**config.mk**
```make
export PLATFORM = sky130hd
export DESIGN_NAME = mem_arbiter
export DESIGN_NICKNAME = d
export VERILOG_FILES = /design/src/rtl/mem_arbiter_pkg.sv /design/src/rtl/mem_arbiter.sv
export SDC_FILE = /design/constraint.sdc
export NUM_CORES = 1
export LEC_CHECK = 0
export CAP_MARGIN = 25
export CORE_AREA = 4 4 102 104
export DETAILED_ROUTE_END_ITERATION = 10
export DIE_AREA = 0 0 106 108
export GPL_TIMING_DRIVEN = 0
export MAX_ROUTING_LAYER = met4
export PLACE_DENSITY = 0.88
export SLEW_MARGIN = 30
export SYNTH_ARGS = -nofsm -noshare
export SYNTH_HDL_FRONTEND = slang
export SYNTH_SLANG_ARGS = --single-unit
```
**constraint.sdc**
```tcl
create_clock -name clk -period 3 [get_ports clk]
set_input_delay 0.6 -clock clk [delete_from_list [all_inputs] [get_ports clk]]
set_output_delay 0.6 -clock clk [all_outputs]
set_load 0.005 [all_outputs]
```
**src/rtl/mem_arbiter_pkg.sv**
```systemverilog
// Shared types and defaults for the fetch/data single-port RAM arbiter.
package mem_arbiter_pkg;

  // Which requester owns the read data returned by the RAM in the next cycle
  typedef enum logic [1:0] {
    RSP_NONE  = 2'd0,
    RSP_FETCH = 2'd1,
    RSP_LOAD  = 2'd2
  } rsp_tag_e;

  localparam int STARVE_LIMIT_DEFAULT = 4;

endpackage : mem_arbiter_pkg

```
**src/rtl/mem_arbiter.sv**
```systemverilog
// Arbitrates a fetch port and a data port onto one synchronous single-port RAM.
// Data wins by default; fetch is forced through after STARVE_LIMIT consecutive data wins.
module mem_arbiter
  import mem_arbiter_pkg::*;
#(
  parameter int DATA_WIDTH   = 32,
  parameter int ADDR_WIDTH   = 32,
  parameter int STARVE_LIMIT = STARVE_LIMIT_DEFAULT
) (
  input  logic                  clk,
  input  logic                  rst_n,
  input  logic                  i_req,
  input  logic [ADDR_WIDTH-1:0] i_addr,
  output logic                  i_gnt,
  output logic                  i_rvalid,
  output logic [DATA_WIDTH-1:0] i_rdata,
  input  logic                  d_req,
  input  logic                  d_we,
  input  logic [ADDR_WIDTH-1:0] d_addr,
  input  logic [DATA_WIDTH-1:0] d_wdata,
  output logic                  d_gnt,
  output logic                  d_rvalid,
  output logic [DATA_WIDTH-1:0] d_rdata,
  output logic [ADDR_WIDTH-1:0] ram_addr,
  output logic [DATA_WIDTH-1:0] ram_data,
  output logic                  ram_MemWrite,
  output logic                  ram_MemRead,
  input  logic [DATA_WIDTH-1:0] ram_q
);

  localparam int CNT_W = $clog2(STARVE_LIMIT + 1);
  localparam logic [CNT_W-1:0] CNT_MAX = CNT_W'(STARVE_LIMIT);

  rsp_tag_e               r_tag;
  rsp_tag_e               w_tag_next;
  logic [CNT_W-1:0]       r_starve;
  logic [CNT_W-1:0]       w_starve_next;
  logic [ADDR_WIDTH-1:0]  r_last_addr;
  logic                   w_fetch_pri;
  logic                   w_store;

  always_ff @(posedge clk or negedge rst_n) begin
    if (!rst_n) begin
      r_tag       <= RSP_NONE;
      r_starve    <= '0;
      r_last_addr <= '0;
    end else begin
      r_tag    <= w_tag_next;
      r_starve <= w_starve_next;
      if (i_gnt || d_gnt) begin
        r_last_addr <= ram_addr;
      end
    end
  end

  always_comb begin
    w_fetch_pri   = (r_starve == CNT_MAX);
    // Grants are gated by rst_n so nothing reaches the RAM while reset is held
    i_gnt         = rst_n & i_req & (~d_req | w_fetch_pri);
    d_gnt         = rst_n & d_req & ~i_gnt;
    w_store       = d_gnt & d_we;

    ram_MemRead   = i_gnt | (d_gnt & ~d_we);
    ram_MemWrite  = w_store;
    ram_data      = w_store ? d_wdata : '0;
    ram_addr      = r_last_addr;
    if (i_gnt) begin
      ram_addr = i_addr;
    end else if (d_gnt) begin
      ram_addr = d_addr;
    end

    w_tag_next = RSP_NONE;
    if (i_gnt) begin
      w_tag_next = RSP_FETCH;
    end else if (d_gnt && !d_we) begin
      w_tag_next = RSP_LOAD;
    end

    w_starve_next = r_starve;
    if (!i_req || i_gnt) begin
      w_starve_next = '0;
    end else if (d_gnt && (r_starve != CNT_MAX)) begin
      w_starve_next = r_starve + CNT_W'(1);
    end
  end

  // Both read ports see the RAM output; only the tag-derived rvalid qualifies it
  assign i_rvalid = (r_tag == RSP_FETCH);
  assign d_rvalid = (r_tag == RSP_LOAD);
  assign i_rdata  = ram_q;
  assign d_rdata  = ram_q;

endmodule : mem_arbiter
```
======== Word-level counts from Yosys, hierarchy flattened ========
Cells that the tools add are included.
operators by class
  add/sub/neg operators ................... 1
  eq/ne operators ......................... 4
  multiplexer cells ....................... 7
  bitwise operators ....................... 11
  reduce and logical (&&, ||, !) cells .... 7
operators with widths
  operator                                             number
  two-way mux 32 bit                                   3
  AND 1 bit                                            6
  two-way mux 3 bit                                    2
  two-way mux 2 bit                                    2
  adder 3 x 1 -> 3 bit, second input constant          1
  equality test 3 bit, second input constant           1
  inequality test 3 bit, second input constant         1
  NOT 1 bit                                            3
  equality test 2 x 1 -> 1 bit, second input constant  1
  equality test 2 bit, second input constant           1
  logical AND 1 bit                                    2
  zero test 1 bit                                      2
  logical OR 1 bit                                     2
  bitwise OR 1 bit                                     2
  nonzero test 2 bit                                   1
storage, ports and cells
  register bits ........................... 37
  output and inout bits ................... 134

======== Logic depth before layout (Yosys ltp) ========
  depth after elaboration ................. 8
  gate-level depth with buffers ........... 7
  mapped depth without buffers ............ 5

======== Worst setup path before layout ========
OpenSTA, ideal clock, no wires.
  path kind ............................... register to output
  from .................................... register r_starve[0]
  to ...................................... output port ram_addr[0]
  arrival time ............................ 1,526 ps
  setup slack ............................. 874 ps
  stages on the path, launching flop included .. 8
  path buffers ............................ 2
  path through ............................ dfrtp_1 inv_1 ha_1 a21boi_2 nor2_1 buf_2 buf_6 a221o_1
on the way
  longest elaborated chain between the ends .. 7
RTL lines
  what                      RTL line           source
  start: declaration        mem_arbiter.sv:36  logic [CNT_W-1:0] r_starve;
  start signal: assignment  mem_arbiter.sv:49  r_starve <= w_starve_next;
  equality test 3 bit *     mem_arbiter.sv:57  w_fetch_pri = (r_starve == CNT_MAX);
  bitwise OR 1 bit *        mem_arbiter.sv:59  i_gnt = rst_n & i_req & (~d_req | w_fetch_pri);
  AND 1 bit *               mem_arbiter.sv:59
  NOT 1 bit                 mem_arbiter.sv:60  d_gnt = rst_n & d_req & ~i_gnt;
  AND 1 bit                 mem_arbiter.sv:60
  two-way mux 32 bit        mem_arbiter.sv:69  end else if (d_gnt) begin
  two-way mux 32 bit *      mem_arbiter.sv:67  if (i_gnt) begin
  end: declaration          mem_arbiter.sv:24  output logic [ADDR_WIDTH-1:0] ram_addr,
Mark *: on every way between the ends. The rest lies on a longest branch, timed or not.

======== Worst setup path after layout ========
  from .................................... input port d_req
  to ...................................... output port ram_data[8]
on the way
  longest elaborated chain between the ends .. 7
  elaborated cells between the ends (all ways) .. 8
RTL lines
  what                  RTL line           source
  start: declaration    mem_arbiter.sv:17  input logic d_req,
  NOT 1 bit             mem_arbiter.sv:59
  bitwise OR 1 bit      mem_arbiter.sv:59
  AND 1 bit             mem_arbiter.sv:59
  NOT 1 bit             mem_arbiter.sv:60
  AND 1 bit *           mem_arbiter.sv:60
  AND 1 bit *           mem_arbiter.sv:61  w_store = d_gnt & d_we;
  two-way mux 32 bit *  mem_arbiter.sv:65  ram_data = w_store ? d_wdata : '0;
  end: declaration      mem_arbiter.sv:25  output logic [DATA_WIDTH-1:0] ram_data,
Marked as above.

==> results.cfg <==
[status]
status = complete, no violations

[clocking]
cts-htree-levels = 2
clk_pin_slew_worst_paths_ps = 70
clk_latency_ps = 280
cts_made_buffers = 5
cts-root-buf = clkbuf_8
cts_sinks = 37
postCtsHoldBufs = 0
cts_tree = yes
clockBufferDepth = 2

[logic_synthesis]
avgSynthCellArea_sq_um = 9.87
synth-seq-cells = 37
syn_nets = 414
yosysSeqAreaShare_pct = 33.6
synth_cell_types = 23
netlist_instances = 279
syn_area_sq_um = 2750
yosys_warnings = 0

[sta]
hold_viol_final = 0
max_freq_mhz = 345
slew_headroom_pct = 69.5
skew_ps = 5.90
worst_hold_slack_ps = 166
fin_ws_ps = 99.9
worst_pin_slew_ps = 457
setup_viol = 0
drv_slew = 0
finalCritPeriodShare_pct = 96.7
period_needed_ps = 2900
rsz0062_at_grt = true

[global_routing]
grt_max_degree = 26
antenna_found_initial = 0
grt_pass1_wl_um = 17200
grt_use_met2_pct = 36.1
globalRoute.busiestLayer = met2
gr-usage-all-layers_pct = 19.4
grt-ovfl-total = 0
grt_util_met3_pct = 6.33
grt_pass1_vias = 3436
globalRouteMet1Util_pct = 19.5

[detailed_routing]
ant_nets = 0
avgRoutedWirePerCell_um = 17.3
drc = 0
viasPerCell = 4.81
drtIter0Drc = 104
wl_um = 11400
first_pass_iters = 4
via_count = 3171

[die]
initial_core_util_pct = 28.8
die-area_sq_um = 11400
core.rowCount = 36
ios = 267
core_area_sq_um = 9550
fp.dieW_um = 106
die_y_um = 108

[worst_hold_path]
hp-class = input pin to async pin

[power_and_ir_drop]
p_leak_uw = 0.00241
power.density_nw_per_um2 = 295
power_uw = 1610
ir_drop_mv = 0.165

[setup_path]
reg2reg_to = r_last_addr[13]
worstPathArrival_ps = 2300
r2r_cells = 7
critPathCaptureType = output pin
r2r_setup_slack_ps = 1230
crit_required_ps = 2400
critPathMaxFanout = 10
worstSetupPathType = input pin to output pin
start_kind = input pin
cp-startpoint = d_req
r2r_start = r_starve[0]

[final_layout]
layout-drive-gt1-share_pct = 19.4
final_common_cell = clkdlybuf4s50_1
finalInstanceArea_sq_um = 5450
antenna_cells = 0
fillers = 807
areaGrowthSynthToFinish_pct = 97.9
fin_util_pct = 57.0
most-common-layout-cells = 231 x clkdlybuf4s50_1, 70 x buf_4, 64 x a221o_1
nets = 662

[flow_run]
maxCapViolations = 0

[placed_design]
dpl_cell_area_sq_um = 5280
gp_congestion = 0.745
dp_slack_ps = -554
port_buffers = 234
dp_hpwl_um = 9480
## synthesized netlist by cell type (all sizes together)
cell | count | area, sq um
nor2 | 1 | 3.75
a221o | 64 | 641
buf | 77 | 571
o21ai | 1 | 5.00
a31oi | 1 | 12.5
nand3 | 2 | 10.0
and3 | 32 | 200
and2 | 34 | 213
nor3b | 1 | 7.51
clkbuf | 10 | 37.5
a21o | 1 | 7.51
nand2b | 2 | 12.5
nand2 | 3 | 11.3
dfrtp | 37 | 926
nor2b | 3 | 18.8
ha | 2 | 25.0
inv | 3 | 11.3
a21boi | 3 | 26.3
o31a | 1 | 8.76
nor3 | 1 | 5.00
## critical path, stage by stage
cell	delay [ps]
dlygate4sd2_1	280
nand2_1	130
a31oi_4	170
buf_4	170
clkbuf_2	200
and3_1	190
clkdlybuf4s50_1	550
## per-layer routing
metal	vias up	share of wire [%]
met3	15	9.8
li1	1486	-
met4	0	1.5
met2	190	53
met5	-	0
met1	1480	36
## final cells by class
type	instances	area, sq um	share of cell area [%]
Timing Repair Buffer	241	2410	44.3
Multi-Input combinational cell	152	1220	22.5
Sequential cell	37	926	17.0
Buffer	87	632	11.6
Tap cell	133	166	3.05
Clock buffer	5	68.8	1.26
Inverter	3	11.3	0.207
Clock inverter	1	5.00	0.0919
## how the worst max path moves through the flow
stage / end / slack, ps / cells after the start
2_1_floorplan: ram_addr[0] / 870 / 7
3_3_place_gp: ram_addr[25] / -2060 / 6
3_5_place_dp: ram_addr[28] / -550 / 6
4_1_cts: ram_data[2] / 9 / 7
5_1_grt: ram_addr[26] / -6 / 6
6_report: ram_data[8] / 100 / 7
## what timing repair did
action | CTS | global route
endpoints found under the hold margin | 0 | 0
setup endpoints to repair | 68 | 55
pin swaps | 0 | 1
setup buffers | 3 | 3
resized for setup | 15 | 9
cloned | 0 | 0
## where the power goes
part | internal [uW] | switching, uW | leakage (uW)
clock network | 153 | 161 | 0.0000399
logic | 490 | 237 | 0.00191
registers | 555 | 12.4 | 0.000463
## cell families after synthesis
group	count (synthesis)	share of synthesized area, %
compound gates	71	25.5
fa+ha+maj	2	0.909
buf+inv	90	22.5
flops	37	33.6
simple gates	79	17.5
## stage by stage
step / setup TNS (ps) / cells
6_report: 0 / 659
5_1_grt: -15.2 / 659
4_1_cts: 0 / 656
3_5_place_dp: -28980 / 647
3_3_place_gp: -165410 / 646
2_1_floorplan: 0 / 279
## flip-flops by register name (all words and copies together) (netlist names)
signal,flops
r_last_addr,32
r_starve,3
r_tag,2
No activity file was read; power rests on OpenSTA's default activity.
